`src/rtl/mem_port_arbiter.sv`:
```
// Arbitrates a fetch port and a data port onto one memory port with a single
// outstanding transaction, starvation protection for fetch and fetch flush.
module mem_port_arbiter #(
    parameter int STARVE_LIMIT = 4
) (
    input  logic        i_aclk,
    input  logic        i_reset,
    input  logic        i_if_req,
    input  logic [31:0] i_if_addr,
    input  logic        i_if_flush,
    output logic        o_if_gnt,
    output logic        o_if_rvalid,
    output logic [31:0] o_if_rdata,
    input  logic        i_ma_req,
    input  logic        i_ma_we,
    input  logic [31:0] i_ma_addr,
    input  logic [31:0] i_ma_wdata,
    input  logic [3:0]  i_ma_be,
    output logic        o_ma_gnt,
    output logic        o_ma_rvalid,
    output logic [31:0] o_ma_rdata,
    output logic        o_mem_req,
    output logic        o_mem_we,
    output logic [31:0] o_mem_addr,
    output logic [31:0] o_mem_wdata,
    output logic [3:0]  o_mem_be,
    input  logic        i_mem_ready,
    input  logic        i_mem_rvalid,
    input  logic [31:0] i_mem_rdata,
    output logic        o_busy,
    output logic        o_err_spurious
);

    localparam int CW = $clog2(STARVE_LIMIT + 1);
    localparam logic [CW-1:0] STARVE_MAX = CW'(STARVE_LIMIT);

    typedef enum logic [1:0] {
        ST_IDLE    = 2'd0,
        ST_BUSY_IF = 2'd1,
        ST_BUSY_MA = 2'd2
    } state_e;

    state_e        state_q, state_d;
    logic [CW-1:0] starve_q, starve_d;
    logic          drop_q, drop_d;
    logic          err_q, err_d;
    logic          any_req_s;
    logic          fetch_sel_s;

    assign any_req_s   = i_if_req | i_ma_req;
    // Data wins ties unless fetch has lost STARVE_LIMIT times in a row.
    assign fetch_sel_s = i_if_req & (~i_ma_req | (starve_q == STARVE_MAX));

    // State register with synchronous reset
    always_ff @(posedge i_aclk) begin
        if (i_reset) begin
            state_q  <= ST_IDLE;
            starve_q <= '0;
            drop_q   <= 1'b0;
            err_q    <= 1'b0;
        end else begin
            state_q  <= state_d;
            starve_q <= starve_d;
            drop_q   <= drop_d;
            err_q    <= err_d;
        end
    end

    // Arbitration, next-state logic and memory/response steering
    always_comb begin
        state_d        = state_q;
        starve_d       = starve_q;
        drop_d         = drop_q;
        err_d          = err_q;
        o_if_gnt       = 1'b0;
        o_if_rvalid    = 1'b0;
        o_if_rdata     = 32'h0000_0000;
        o_ma_gnt       = 1'b0;
        o_ma_rvalid    = 1'b0;
        o_ma_rdata     = 32'h0000_0000;
        o_mem_req      = 1'b0;
        o_mem_we       = 1'b0;
        o_mem_addr     = 32'h0000_0000;
        o_mem_wdata    = 32'h0000_0000;
        o_mem_be       = 4'b0000;
        o_busy         = 1'b0;
        o_err_spurious = err_q;

        case (state_q)
            ST_IDLE: begin
                if (i_mem_rvalid) begin
                    err_d = 1'b1;
                end else begin
                    err_d = err_q;
                end
                if (any_req_s) begin
                    o_mem_req = 1'b1;
                    if (fetch_sel_s) begin
                        o_mem_addr = i_if_addr;
                        o_mem_be   = 4'b1111;
                        if (i_mem_ready) begin
                            o_if_gnt = 1'b1;
                            state_d  = ST_BUSY_IF;
                            starve_d = '0;
                            drop_d   = i_if_flush;
                        end else begin
                            state_d  = ST_IDLE;
                        end
                    end else begin
                        o_mem_we    = i_ma_we;
                        o_mem_addr  = i_ma_addr;
                        o_mem_wdata = i_ma_wdata;
                        o_mem_be    = i_ma_be;
                        if (i_mem_ready) begin
                            o_ma_gnt = 1'b1;
                            state_d  = ST_BUSY_MA;
                            if (i_if_req && (starve_q != STARVE_MAX)) begin
                                starve_d = starve_q + CW'(1);
                            end else begin
                                starve_d = starve_q;
                            end
                        end else begin
                            state_d = ST_IDLE;
                        end
                    end
                end else begin
                    state_d = ST_IDLE;
                end
            end
            ST_BUSY_IF: begin
                o_busy = 1'b1;
                if (i_mem_rvalid) begin
                    // A flush in the response cycle also suppresses the data.
                    o_if_rvalid = ~drop_q & ~i_if_flush;
                    o_if_rdata  = (~drop_q & ~i_if_flush) ? i_mem_rdata : 32'h0000_0000;
                    drop_d      = 1'b0;
                    state_d     = ST_IDLE;
                end else if (i_if_flush) begin
                    drop_d = 1'b1;
                end else begin
                    drop_d = drop_q;
                end
            end
            ST_BUSY_MA: begin
                o_busy = 1'b1;
                if (i_mem_rvalid) begin
                    o_ma_rvalid = 1'b1;
                    o_ma_rdata  = i_mem_rdata;
                    state_d     = ST_IDLE;
                end else begin
                    state_d = ST_BUSY_MA;
                end
            end
            default: begin
                state_d = ST_IDLE;
            end
        endcase

        // Outputs are forced quiet for the whole time reset is held.
        if (i_reset) begin
            o_if_gnt       = 1'b0;
            o_if_rvalid    = 1'b0;
            o_if_rdata     = 32'h0000_0000;
            o_ma_gnt       = 1'b0;
            o_ma_rvalid    = 1'b0;
            o_ma_rdata     = 32'h0000_0000;
            o_mem_req      = 1'b0;
            o_mem_we       = 1'b0;
            o_mem_addr     = 32'h0000_0000;
            o_mem_wdata    = 32'h0000_0000;
            o_mem_be       = 4'b0000;
            o_busy         = 1'b0;
            o_err_spurious = 1'b0;
        end else begin
            o_busy = o_busy;
        end
    end

endmodule

```
`config.mk`:
```
export PLATFORM = sky130hd
export DESIGN_NAME = mem_port_arbiter
export DESIGN_NICKNAME = d
export VERILOG_FILES = /design/src/rtl/mem_port_arbiter.sv
export SDC_FILE = /design/constraint.sdc
export NUM_CORES = 1
export LEC_CHECK = 0
export ABC_AREA = 1
export CAP_MARGIN = 20
export CORE_AREA = 2 2 110 112
export CTS_BUF_LIST = sky130_fd_sc_hd__clkbuf_4 sky130_fd_sc_hd__clkbuf_8 sky130_fd_sc_hd__clkbuf_16
export CTS_CLUSTER_DIAMETER = 40
export DETAILED_ROUTE_END_ITERATION = 8
export DIE_AREA = 0 0 112 114
export PLACE_DENSITY = 0.7
export SLEW_MARGIN = 20
export SYNTH_ARGS = -nofsm -noshare
export SYNTH_HDL_FRONTEND = slang
export SYNTH_SLANG_ARGS = --single-unit
```
`constraint.sdc`:
```
create_clock -name i_aclk -period 1.8 [get_ports i_aclk]
set_clock_uncertainty 0.1 [all_clocks]
set_input_delay 0.18 -clock i_aclk [delete_from_list [all_inputs] [get_ports i_aclk]]
set_output_delay 0.18 -clock i_aclk [all_outputs]
set_load 0.01 [all_outputs]
```
==> flow_metrics.py <==
metrics = {
    "route": {
        "drtIter0Drc": 137,
        "drt-total-wl_um": 12060,
        "num_vias": 3458,
        "drt_first_pass_iters": 4,
        "ant_nets": 0,
        "wire_per_inst_um": 14.29,
        "remaining_drc_errors": 0,
        "viasPerCell": 4.097,
    },
    "cts": {
        "cts_tree": "built",
        "clk_pin_slew_worst_paths_ps": 40,
        "cts_root_buf": "clkbuf_16",
        "cts.path.max_buffers": 2,
        "clk_latency_ps": 230,
        "clkSinkCount": 7,
        "cts_hold_buf": 0,
        "h-tree-depth": 1,
        "cts_buffers": 3,
    },
    "sta": {
        "final-setup-viol-count": 92,
        "slew_viol_final": 0,
        "max_slew_margin_pct": 82.14,
        "hold-worst-slack_ps": 357.7,
        "finalCritPeriodShare_pct": 107.7,
        "fin_crit_ps": 1939,
        "hold_viol_final": 0,
        "fmax_mhz": 515.8,
        "finalWorstSetupSlack_ps": -138.8,
        "rsz0062_at_grt": "yes",
        "worst_slew_pin_slew_ps": 267.9,
    },
    "synthesis": {
        "ys_ff_latch": 7,
        "synth_warnings": 0,
        "syn_avg_cell_area_um2": 4.793,
        "synth_top_area_share_pct": 38.07,
        "synth_top_area_cell": "nor2_1",
        "yosysSeqAreaShare_pct": 8.122,
        "synthTopCellsByArea": "nor2_1, nand2_1, inv_1, dfxtp_1, o21ai_0",
        "synthCells": 360,
        "synth_area_mm2": 0.001725,
        "synth_nets": 505,
        "synth.distinct_cells": 25,
    },
    "floorplan": {
        "dieArea_mm2": 0.01277,
        "boundaryPins": 280,
        "core_mm2": 0.01171,
        "rows": 40,
        "die_h_um": 114,
        "fp.dieW_um": 112,
        "initial_core_util_pct": 14.73,
    },
    "cells_and_area": {
        "fillers": 1193,
        "multiInputGateArea_mm2": 0.001674,
        "diodes": 0,
        "mostFrequentLayoutCell": "clkdlybuf4s50_1",
        "regArea_um2": 145.1,
        "final-instance-count-excl-fill": 844,
        "drive_gt1_share_pct": 48.35,
        "syn2layout_area_growth_pct": 222.3,
        "nets": 843,
        "mostFrequentLayoutCells": "clkdlybuf4s50_1, buf_2, nor2_1",
    },
    "power": {
        "comb_power_share_pct": 68.9,
        "power.density_mw_per_mm2": 325.9,
        "p_leak_nw": 2.844,
        "ir_drop_v": 0.0003702,
        "clkPwrFrac_pct": 21.8,
        "switching_share_pct": 34.80,
        "power_w": 0.001813,
        "intPower_w": 0.001182,
        "p_seq_share_pct": 9.3,
        "power.switching_w": 0.0006309,
    },
    "worst_setup_path": {
        "worstPathCellList": "inv_2 > ha_4 > inv_4 > nor2_4 > nand2_8 > buf_12 > clkinv_8 > buf_6 > o21ai_2 > nor2_1 > buf_2",
        "path_delay_family": "buffers and inverters",
        "critPathKind": "reg -> out",
        "end_kind": "output port",
        "crit_arrival_ps": 1660,
        "cpPeakStageDelay_ps": 320,
        "cp_max_fo": 7,
        "cp_data_required_time_ps": 1520,
        "ff2ff_path_depth": 10,
        "start_kind": "flip-flop",
        "crit_path_top_delay_cell": "dfxtp_2",
        "crit_cells": 11,
        "cp_num_buf_inv": 6,
    },
    "place": {
        "io_buffers": 279,
        "place_inst": 792,
        "dp_hpwl_um": 8006,
        "place.gp.congestion": 0.7988,
    },
    "run_status": {
        "violations": "setup timing",
        "status": "complete, but fails checks",
    },
    "global_routing": {
        "antenna_found_initial": 0,
        "grt_remaining_overflow": 0,
        "grt_pass1_wl_um": 17290,
        "grt_usage_pct": 16.82,
        "grt_max_degree": 17,
        "first_global_vias": 3312,
    },
    "run": {
        "maxCapViolCount": 0,
    },
    "worst_hold_path": {
        "whs_path_depth": 2,
        "hold_class": "reg -> reg",
    },
}
area by class of cell:
class	count	share of cell area [%]
inverter	47	3.712
timing repair buffer	354	57.91
timing repair inverter	3	0.8774
clock buffer	4	1.485
multi-input combinational	282	30.10
tap	147	3.307
sequential	7	2.610
routing by layer:
layer / GRT usage (%) / up-vias / routed length [um]
met5: 0 / - / 0
met3: 3.188 / 13 / 824
met2: 30.71 / 166 / 6094
li1: - / 1747 / -
met1: 20.77 / 1532 / 4975
met4: 3.252 / 0 / 168
registers in the layout, summed over array words and instances (netlist names):
register / cells
starve_q: 3
state_q: 2
drop_q: 1
err_q: 1
repair_timing:
item / CTS / global route
pin swaps: 11 / 30
gates cloned: 15 / 3
endpoints found under the hold margin: 0 / 0
gates resized for setup: 585 / 175
setup buffers: 26 / 11
endpoints found under the setup margin: 139 / 136
worst paths after layout:
check	from	to	slack [ps]
max	state_q[0]	o_mem_addr[15]	-140
max reg2reg	state_q[1]	drop_q	230
min reg2reg	err_q	err_q	360
min	err_q	err_q	360
through the flow:
step / setup WS, ps / TNS [ps] / utilization [%] / cell area (um2)
2_1_floorplan: 218.0 / 0 / - / 1725
3_3_place_gp: -438.1 / -36840 / 41.47 / 4857
3_5_place_dp: -454.9 / -39360 / 41.47 / 4857
4_1_cts: -199.5 / -9080 / 45.12 / 5284
5_1_grt: -226.8 / -13860 / 47.49 / 5562
6_report: -138.8 / -5133 / 47.49 / 5562
cells by family (layout without fill, tap and decap cells):
family	after synthesis	after routing	synth area share [%]
and+or+nand+nor	235	235	54.46
buffers and inverters	71	408	21.25
AOI/OAI and AO/OA	41	41	12.04
DFF	7	7	8.122
adders and majority gates	5	5	3.626
xor gates and xnor gates	1	1	0.5077
worst reg2reg max path, delay by kind of cell (launching register included):
kind | cells | cell delay (ps)
AOI/OAI and AO/OA | 1 | 130
adders and majority gates | 1 | 140
buffers and inverters | 4 | 390
DFF | 1 | 310
and+or+nand+nor | 4 | 430
Yosys cell counts:
cell / number
inv_2: 1
xor2_1: 1
buf_6: 9
clkbuf_1: 1
a21oi_1: 5
nand4_4: 1
or2_1: 1
o21ai_0: 22
ha_1: 5
nor2_1: 175
nand3_2: 1
dfxtp_1: 7
buf_4: 3
o21ai_1: 13
nor2_2: 3
nor2_4: 1
inv_4: 1
nand3_1: 3
clkinv_4: 1
nand2_1: 47
nand2_4: 1
nand2_2: 2
buf_2: 11
inv_1: 44
a211oi_1: 1
power groups by stage:
stage                     Clock [W]  Combinational (W)  Sequential [W]
after detailed placement          0           0.000998        0.000169
after global placement            0           0.000997        0.000168
final                      0.000396            0.00125        0.000168
after CTS                  0.000408            0.00114        0.000168
after global routing       0.000419            0.00134        0.000169
after floorplan                   0           0.000361        0.000169
Note: power is estimated with default switching activity, not from simulation.
